File: config.mk
export PLATFORM = sky130hd
export DESIGN_NAME = pwm_decoder
export DESIGN_NICKNAME = d
export VERILOG_FILES = /design/src/rtl/pwm_pkg.sv /design/src/rtl/pwm_sync_edge.sv /design/src/rtl/pwm_decoder.sv
export SDC_FILE = /design/constraint.sdc
export NUM_CORES = 1
export LEC_CHECK = 0
export ABC_AREA = 0
export CAP_MARGIN = 20
export CORE_UTILIZATION = 30
export CTS_BUF_LIST = sky130_fd_sc_hd__clkbuf_4
export CTS_CLUSTER_SIZE = 12
export DETAILED_ROUTE_END_ITERATION = 8
export GPL_TIMING_DRIVEN = 0
export SETUP_SLACK_MARGIN = 0.15
export SLEW_MARGIN = 25
export SYNTH_ARGS = -nofsm -noshare
export SYNTH_HDL_FRONTEND = slang
export SYNTH_SLANG_ARGS = --single-unit
File: constraint.sdc
create_clock -name clk -period 2.47 [get_ports clk]
set_input_delay 0.494 -clock clk [delete_from_list [all_inputs] [get_ports clk]]
set_output_delay 0.494 -clock clk [all_outputs]
set_load 0.01 [all_outputs]
File: src/rtl/pwm_pkg.sv
// Constants and state type shared by the PWM generator and decoder.
package pwm_pkg;
  localparam int PWM_PERIOD = 16;
  localparam int PWM_VAL_W  = 4;

  typedef enum logic {
    SYNC    = 1'b0,
    MEASURE = 1'b1
  } pwm_dec_state_t;
endpackage

File: src/rtl/pwm_sync_edge.sv
// Synchronizes an asynchronous line and flags its 0->1 transitions.
// Latency SYNC_STAGES clk to level; rise is a 1-cycle pulse in the first high cycle.
module pwm_sync_edge #(
  parameter int SYNC_STAGES = 2
) (
  input  logic clk,
  input  logic rst,
  input  logic din,
  output logic level,
  output logic rise
);
  logic [SYNC_STAGES-1:0] sync_q;
  logic                   prev_q;

  always_ff @(posedge clk or posedge rst) begin
    if (rst) begin
      sync_q <= '0;
      prev_q <= 1'b0;
    end else begin
      sync_q <= {sync_q[SYNC_STAGES-2:0], din};
      prev_q <= sync_q[SYNC_STAGES-1];
    end
  end

  assign level = sync_q[SYNC_STAGES-1];
  assign rise  = level & ~prev_q;
endmodule

File: src/rtl/pwm_decoder.sv
// Recovers PWM duty per period; val_valid SYNC_STAGES+1 clk after the pin rises, one-entry output overwritten (overrun) if not drained.
// Optional PWM_DECODER_ERRCNT_EN adds a saturating err_count output.
module pwm_decoder
  import pwm_pkg::*;
#(
  parameter int PERIOD      = PWM_PERIOD,
  parameter int VAL_W       = PWM_VAL_W,
  parameter int SYNC_STAGES = 2
) (
  input  logic             clk,
  input  logic             rst,
  input  logic             pwm_in,
  output logic [VAL_W-1:0] val,
  output logic             val_valid,
  input  logic             val_ready,
  output logic             err_period,
  output logic             err_sat,
  output logic             overrun
`ifdef PWM_DECODER_ERRCNT_EN
  ,
  output logic [7:0]       err_count
`endif
);
  localparam int               PW       = $clog2(PERIOD) + 1;
  localparam logic [PW-1:0]    PERIOD_C = PW'(PERIOD);
  localparam logic [VAL_W-1:0] VAL_MAX  = '1;

  logic             level;
  logic             rise;
  pwm_dec_state_t   state;
  logic [PW-1:0]    period_cnt;
  logic [VAL_W-1:0] high_cnt;

  logic             timeout;
  logic             edge_smp;
  logic             new_smp;
  logic             hs;
  logic [VAL_W-1:0] smp_val;
  logic             smp_errp;
  logic             smp_errs;

  pwm_sync_edge #(.SYNC_STAGES(SYNC_STAGES)) u_sync (
    .clk   (clk),
    .rst   (rst),
    .din   (pwm_in),
    .level (level),
    .rise  (rise)
  );

  // A rise exactly PERIOD cycles after the last restart is a normal period, not a timeout.
  assign timeout  = !rise && (period_cnt >= PERIOD_C);
  assign edge_smp = rise && (state == MEASURE);
  assign new_smp  = edge_smp || timeout;
  assign hs       = val_valid && val_ready;

  always_comb begin
    smp_val  = '0;
    smp_errp = 1'b0;
    smp_errs = 1'b0;
    if (edge_smp) begin
      smp_val  = high_cnt;
      smp_errp = (period_cnt != PERIOD_C);
    end else if (timeout && level) begin
      smp_val  = VAL_MAX;
      smp_errs = 1'b1;
    end
  end

  // The restart cycle belongs to the new period, so its level seeds high_cnt.
  always_ff @(posedge clk or posedge rst) begin
    if (rst) begin
      state      <= SYNC;
      period_cnt <= '0;
      high_cnt   <= '0;
    end else begin
      if (rise) state <= MEASURE;
      if (rise || timeout) begin
        period_cnt <= PW'(1);
        high_cnt   <= VAL_W'(level);
      end else begin
        if (period_cnt != PERIOD_C) period_cnt <= period_cnt + PW'(1);
        if (level && (high_cnt != VAL_MAX)) high_cnt <= high_cnt + VAL_W'(1);
      end
    end
  end

  always_ff @(posedge clk or posedge rst) begin
    if (rst) begin
      val        <= '0;
      val_valid  <= 1'b0;
      err_period <= 1'b0;
      err_sat    <= 1'b0;
      overrun    <= 1'b0;
    end else if (new_smp) begin
      val        <= smp_val;
      val_valid  <= 1'b1;
      err_period <= smp_errp;
      err_sat    <= smp_errs;
      overrun    <= !hs && val_valid;
    end else if (hs) begin
      val_valid  <= 1'b0;
      overrun    <= 1'b0;
    end
  end

`ifdef PWM_DECODER_ERRCNT_EN
  always_ff @(posedge clk or posedge rst) begin
    if (rst) begin
      err_count <= '0;
    end else if (new_smp && (smp_errp || smp_errs) && (err_count != 8'hff)) begin
      err_count <= err_count + 8'd1;
    end
  end
`endif
endmodule

; Word-level counts from Yosys, hierarchy flattened
; Index checks and enable logic that the tools add are counted.
[op_classes]
eq_ne = 2
mul = 0
n_addsub = 2
reduce_logical = 13
div = 0
n_shift = 0
mux = 12
n_lt_le_gt_ge = 1
bitwise_logic = 2
[ops]
columns = op, count
row1 = $mux W4, 4
row2 = $mux W5, 2
row3 = $logic_and A1 B1 Y1, 6
row4 = $mux W1, 6
row5 = $reduce_bool A2 Y1, 3
row6 = $add A5 B1 Y5 const B, 1
row7 = $ge A5 B5 Y1 const B, 1
row8 = $ne A5 B5 Y1 const B, 1
row9 = $add A4 B1 Y4 const B, 1
row10 = $ne A4 B4 Y1 const B, 1
row11 = $logic_not A1 Y1, 2
row12 = $logic_or A1 B1 Y1, 2
row13 = $and A1 B1 Y1, 1
row14 = $not A1 Y1, 1
[word_totals]
ff_bits = 21
latch_bits = 0
elab_cells = 42
ramBits = 0
n_memories = 0
rom_bits = 0

; Depth between registers and ports, before layout
[logic_depth]
depth_word = 7
ltp_mapped = 4

; By module
; From an unflattened synthesis, not the netlist that was laid out.
[hier_totals]
hier_cells = 91
area_unflattened_um2 = 967.2
[modules_own_cells]
columns = mod, area_per_inst_um2, cells_each, seq_area_each_um2, n_inst
row1 = pwm_decoder, 874.6, 86, 450.4, 1
row2 = pwm_sync_edge, 92.6, 5, 75.1, 1

; Worst setup path before layout
; Ideal clock, no wire load.
[synth_timing]
path_type = register to register
startpoint = register high_cnt[0]
endpoint = register high_cnt[0]
t_arrival_ns = 0.994
setup_ns = 0.141
path_slack_ns = 1.335
path_stages_with_launch = 5
path_buffers = 0
synth_period_minus_slack_ns = 1.135
cell_sequence = dfrtp_1 -> ha_1 -> and3_1 -> o21ai_0 -> o211ai_1
[synth_between]
elab_chain_cells = 3
word_cells_on_any_way = 6
[synth_lines]
columns = item, line_no
row1 = from (decl), pwm_decoder.sv:32  ; logic [VAL_W-1:0] high_cnt;
row2 = from (signal assigned), pwm_decoder.sv:79  ; high_cnt <= VAL_W'(level);
row3 = from (signal assigned), pwm_decoder.sv:82  ; if (level && (high_cnt != VAL_MAX)) high_cnt <= high_cnt + VAL_W'(1);
row4 = $add A4 B1 Y4 / $ne A4 B4 Y1 (equally long branches), pwm_decoder.sv:82
row5 = $mux W4 / $logic_and A1 B1 Y1 (equally long branches), pwm_decoder.sv:82
row6 = $mux W4 / $reduce_bool A2 Y1 (equally long branches), -
; Several ways; a longest one is shown, not always the timed one. The select of a mux whose other input is x is not followed.
; A chain may end at the register's enable or synchronous reset.

; Worst setup path in the final report
[layout_timing]
startpoint = register val[0]
endpoint = output val[0]
[layout_lines]
columns = item, line_no
row1 = from (decl), pwm_decoder.sv:13  ; output logic [VAL_W-1:0] val,
row2 = from (signal assigned), pwm_decoder.sv:95  ; val <= smp_val;
; No word-level cell between the ends.

==> summary.txt <==
CTS
  – Clock transition at path regs: 0.12 ns
  – CTS tree: built
  – Post-CTS Setup Bufs: 0
  – CTS Buf Count: 3
  – H-tree Lvls: 1
  – Cts repair resizes: 0
  – Clock sink total: 21
  – # hold bufs at CTS: 0
  – Worst skew pair latency: 0.31 ns
  – Clock buffer depth: 2
  – Root Buffer: clkbuf_4

STA
  – Setup_tns: 0 ns
  – Period utilization: 0.7102
  – RSZ-0062 raised after global routing: no
  – Tmin final: 1.754 ns
  – Fmax: 570.1 MHz
  – Setup violators final: 0
  – Worst Clk Skew: 0.01432 ns
  – Final hold viol count: 0
  – Worst Tran Pin Value: 0.7493 ns
  – Final hold slack: 0.3598 ns
  – Setup slack after layout: 0.7158 ns
  – Max-slew violations: 0
  – Worst rel slew slack: 0.4999

Hold path
  – Hold WC Path Type: reg -> reg

Layout
  – Antenna cells: 0
  – Layout area overhead: 19.18%
  – Share of layout cells above drive strength 1: 0.1089
  – Final instance area: 1096 µm²
  – Layout Utilization: 0.3874
  – Fin nets: 109
  – Layout filler cell count: 279

Setup path
  – CP startpoint kind: flip-flop
  – CP Data Arrival Time: 1.26 ns
  – WP data required: 1.98 ns
  – Worst Path Buf+Inv: 1
  – Max incr delay on CP: 0.55 ns
  – Crit-path cells: clkdlybuf4s50_1
  – Critical path type: reg -> out
  – R2r setup slk: 1.23 ns
  – Worst Path Max Fanout: 3
  – Critical path endpoint category: primary output
  – Critical-path top delay cell: clkdlybuf4s50_1
  – CP top delay family: buffers and inverters

Yosys
  – Yosys cell types: 29
  – Post-Syn Area: 919.6 µm²
  – Synth Flop Type: dfrtp_1
  – EDFF count, synth: 0
  – Gate Count Post-Synth: 86
  – Top-area cell type share of the netlist area: 0.5714
  – Ys async rst share: 1.000
  – Synth Net Count: 93
  – Syn_area_per_cell: 10.69 µm²
  – Sequential area share after synthesis: 0.5714
  – Yosys reg bits: 21
  – Synth area leader: dfrtp_1
  – Synth warn: 0
  – Top cells by area, synth: dfrtp_1, ha_1, nand2_1

Die
  – Die Width: 57.37 µm
  – Die ar.: 3291 µm²
  – Site Rows: 19
  – Die Ht: 57.37 µm
  – Ports: 12
  – Core Region: 2829 µm²
  – Initial core utilization: 0.3251

Detailed routing
  – Drt first pass iters: 7
  – Vias post-DR: 689
  – Final WL: 1656 µm
  – Wire per inst: 12.55 µm
  – Avg Vias per Cell: 5.220
  – Initial DRC count: 27
  – Post-route DRC violation count: 3
  – Routed Antenna Nets: 0

Place
  – Routability Congestion: 0.6909
  – Number of buffers added on ports: 11
  – Placement Cell Area: 1069 µm²
  – Worst setup slack after placement: 0.9659 ns
  – HPWL after DPL: 1233 µm

Power and ir drop
  – Maximum vdd drop: 0.0003021 V
  – Power Density: 775.1 nW/µm²
  – Lkg Pwr: 0.5040 nW

Global routing
  – Total global routing overflow: 0
  – First-pass GRT wire length: 2898 µm
  – Vias in the first global route: 656
  – Initial antenna violation count: 0
  – Largest net degree at the start of global routing: 22
  – Total Routing Usage GR: 0.1174

Status
  – Failing checks: design-rule violations
  – Status: finished, violations left

Job
  – Max-Cap Viols: 0
-- registers in the layout, summed over array words and instances, names as in the netlist --
| register | count |
|---|---|
| period_cnt | 5 |
| high_cnt | 4 |
| val | 4 |
| u_sync.sync_q | 2 |
| err_period | 1 |
| err_sat | 1 |
| overrun | 1 |
| state | 1 |
| u_sync.prev_q | 1 |
| val_valid | 1 |
-- kinds of logic (layout without fill, tap and decap cells) --
| family | Yosys count | in the layout | synth area share |
|---|---|---|---|
| AO/OA/AOI/OAI | 20 | 20 | 0.1415 |
| XOR/XNOR | 2 | 2 | 0.01905 |
| adder cells (fa/ha/maj) | 3 | 3 | 0.04082 |
| buffers and inverters | 9 | 24 | 0.04082 |
| flip-flops | 21 | 21 | 0.5714 |
| multiplexers | 2 | 2 | 0.02313 |
| AND/OR/NAND/NOR | 29 | 29 | 0.1633 |
-- cell type report --
cell class	count	area (µm²)	share of cell area
Tap cell	31	38.79	0.03539
Multi-Input combinational cell	56	356.6	0.3253
Timing Repair Buffer	11	110.1	0.1005
Buffer	1	7.507	0.006849
Inverter	8	30.03	0.02740
Clock inverter	1	5.005	0.004566
Sequential cell	21	525.5	0.4795
Clock buffer	3	22.52	0.02055
-- power breakdown --
group	switching [mW]	internal [mW]
Clock	0.103	0.0604
Sequential	0.0614	0.407
Combinational	0.101	0.117
Total	0.265	0.585
-- placed cells by master, fill, tap and decap left out, types with 2 or more instances in the layout --
cell,n
dfrtp_1,21
clkdlybuf4s50_1,11
nand2_1,9
nand3_1,6
inv_1,6
nor2_1,5
a21oi_1,4
a211oi_1,3
o22ai_1,3
a22oi_1,3
ha_1,3
clkbuf_4,3
inv_2,2
and3_1,2
o21ai_1,2
nor3_1,2
-- final timing paths --
| path | from | endpoint | cells past startpoint |
|---|---|---|---|
| worst max-delay path | val[0] | val[0] | 1 |
| worst min-delay path | u_sync.sync_q[0] | u_sync.sync_q[1] | 0 |
| worst max register to register | high_cnt[0] | high_cnt[0] | 4 |
| worst min register to register | u_sync.sync_q[0] | u_sync.sync_q[1] | 0 |
| max in group asynchronous | rst | high_cnt[2] | 2 |
| min in group asynchronous | rst | val_valid | 2 |
-- synthesized netlist by cell type (2+ instances only) --
| cell | count |
|---|---|
| a211oi_1 | 3 |
| a21oi_1 | 4 |
| a22oi_1 | 3 |
| and3_1 | 2 |
| dfrtp_1 | 21 |
| ha_1 | 3 |
| inv_1 | 6 |
| inv_2 | 2 |
| nand2_1 | 9 |
| nand3_1 | 6 |
| nor2_1 | 5 |
| nor3_1 | 2 |
| o21ai_1 | 2 |
| o22ai_1 | 3 |
-- layer usage --
| layer | up-vias | track usage | wire length (µm) |
|---|---|---|---|
| met4 | 0 | 0.03136 | 12 |
| li1 | 339 | - | - |
| met2 | 11 | 0.1827 | 756 |
| met3 | 2 | 0.04989 | 71 |
| met1 | 337 | 0.1501 | 816 |
| met5 | - | 0 | 0 |
-- through the flow --
step	instances	power, mW
floorplan	86	0.5990
global placement	128	0.6833
detailed placement	128	0.6957
CTS	132	0.8621
global route	132	0.9074
finish	132	0.8495
(Power assumes the default switching activity.)
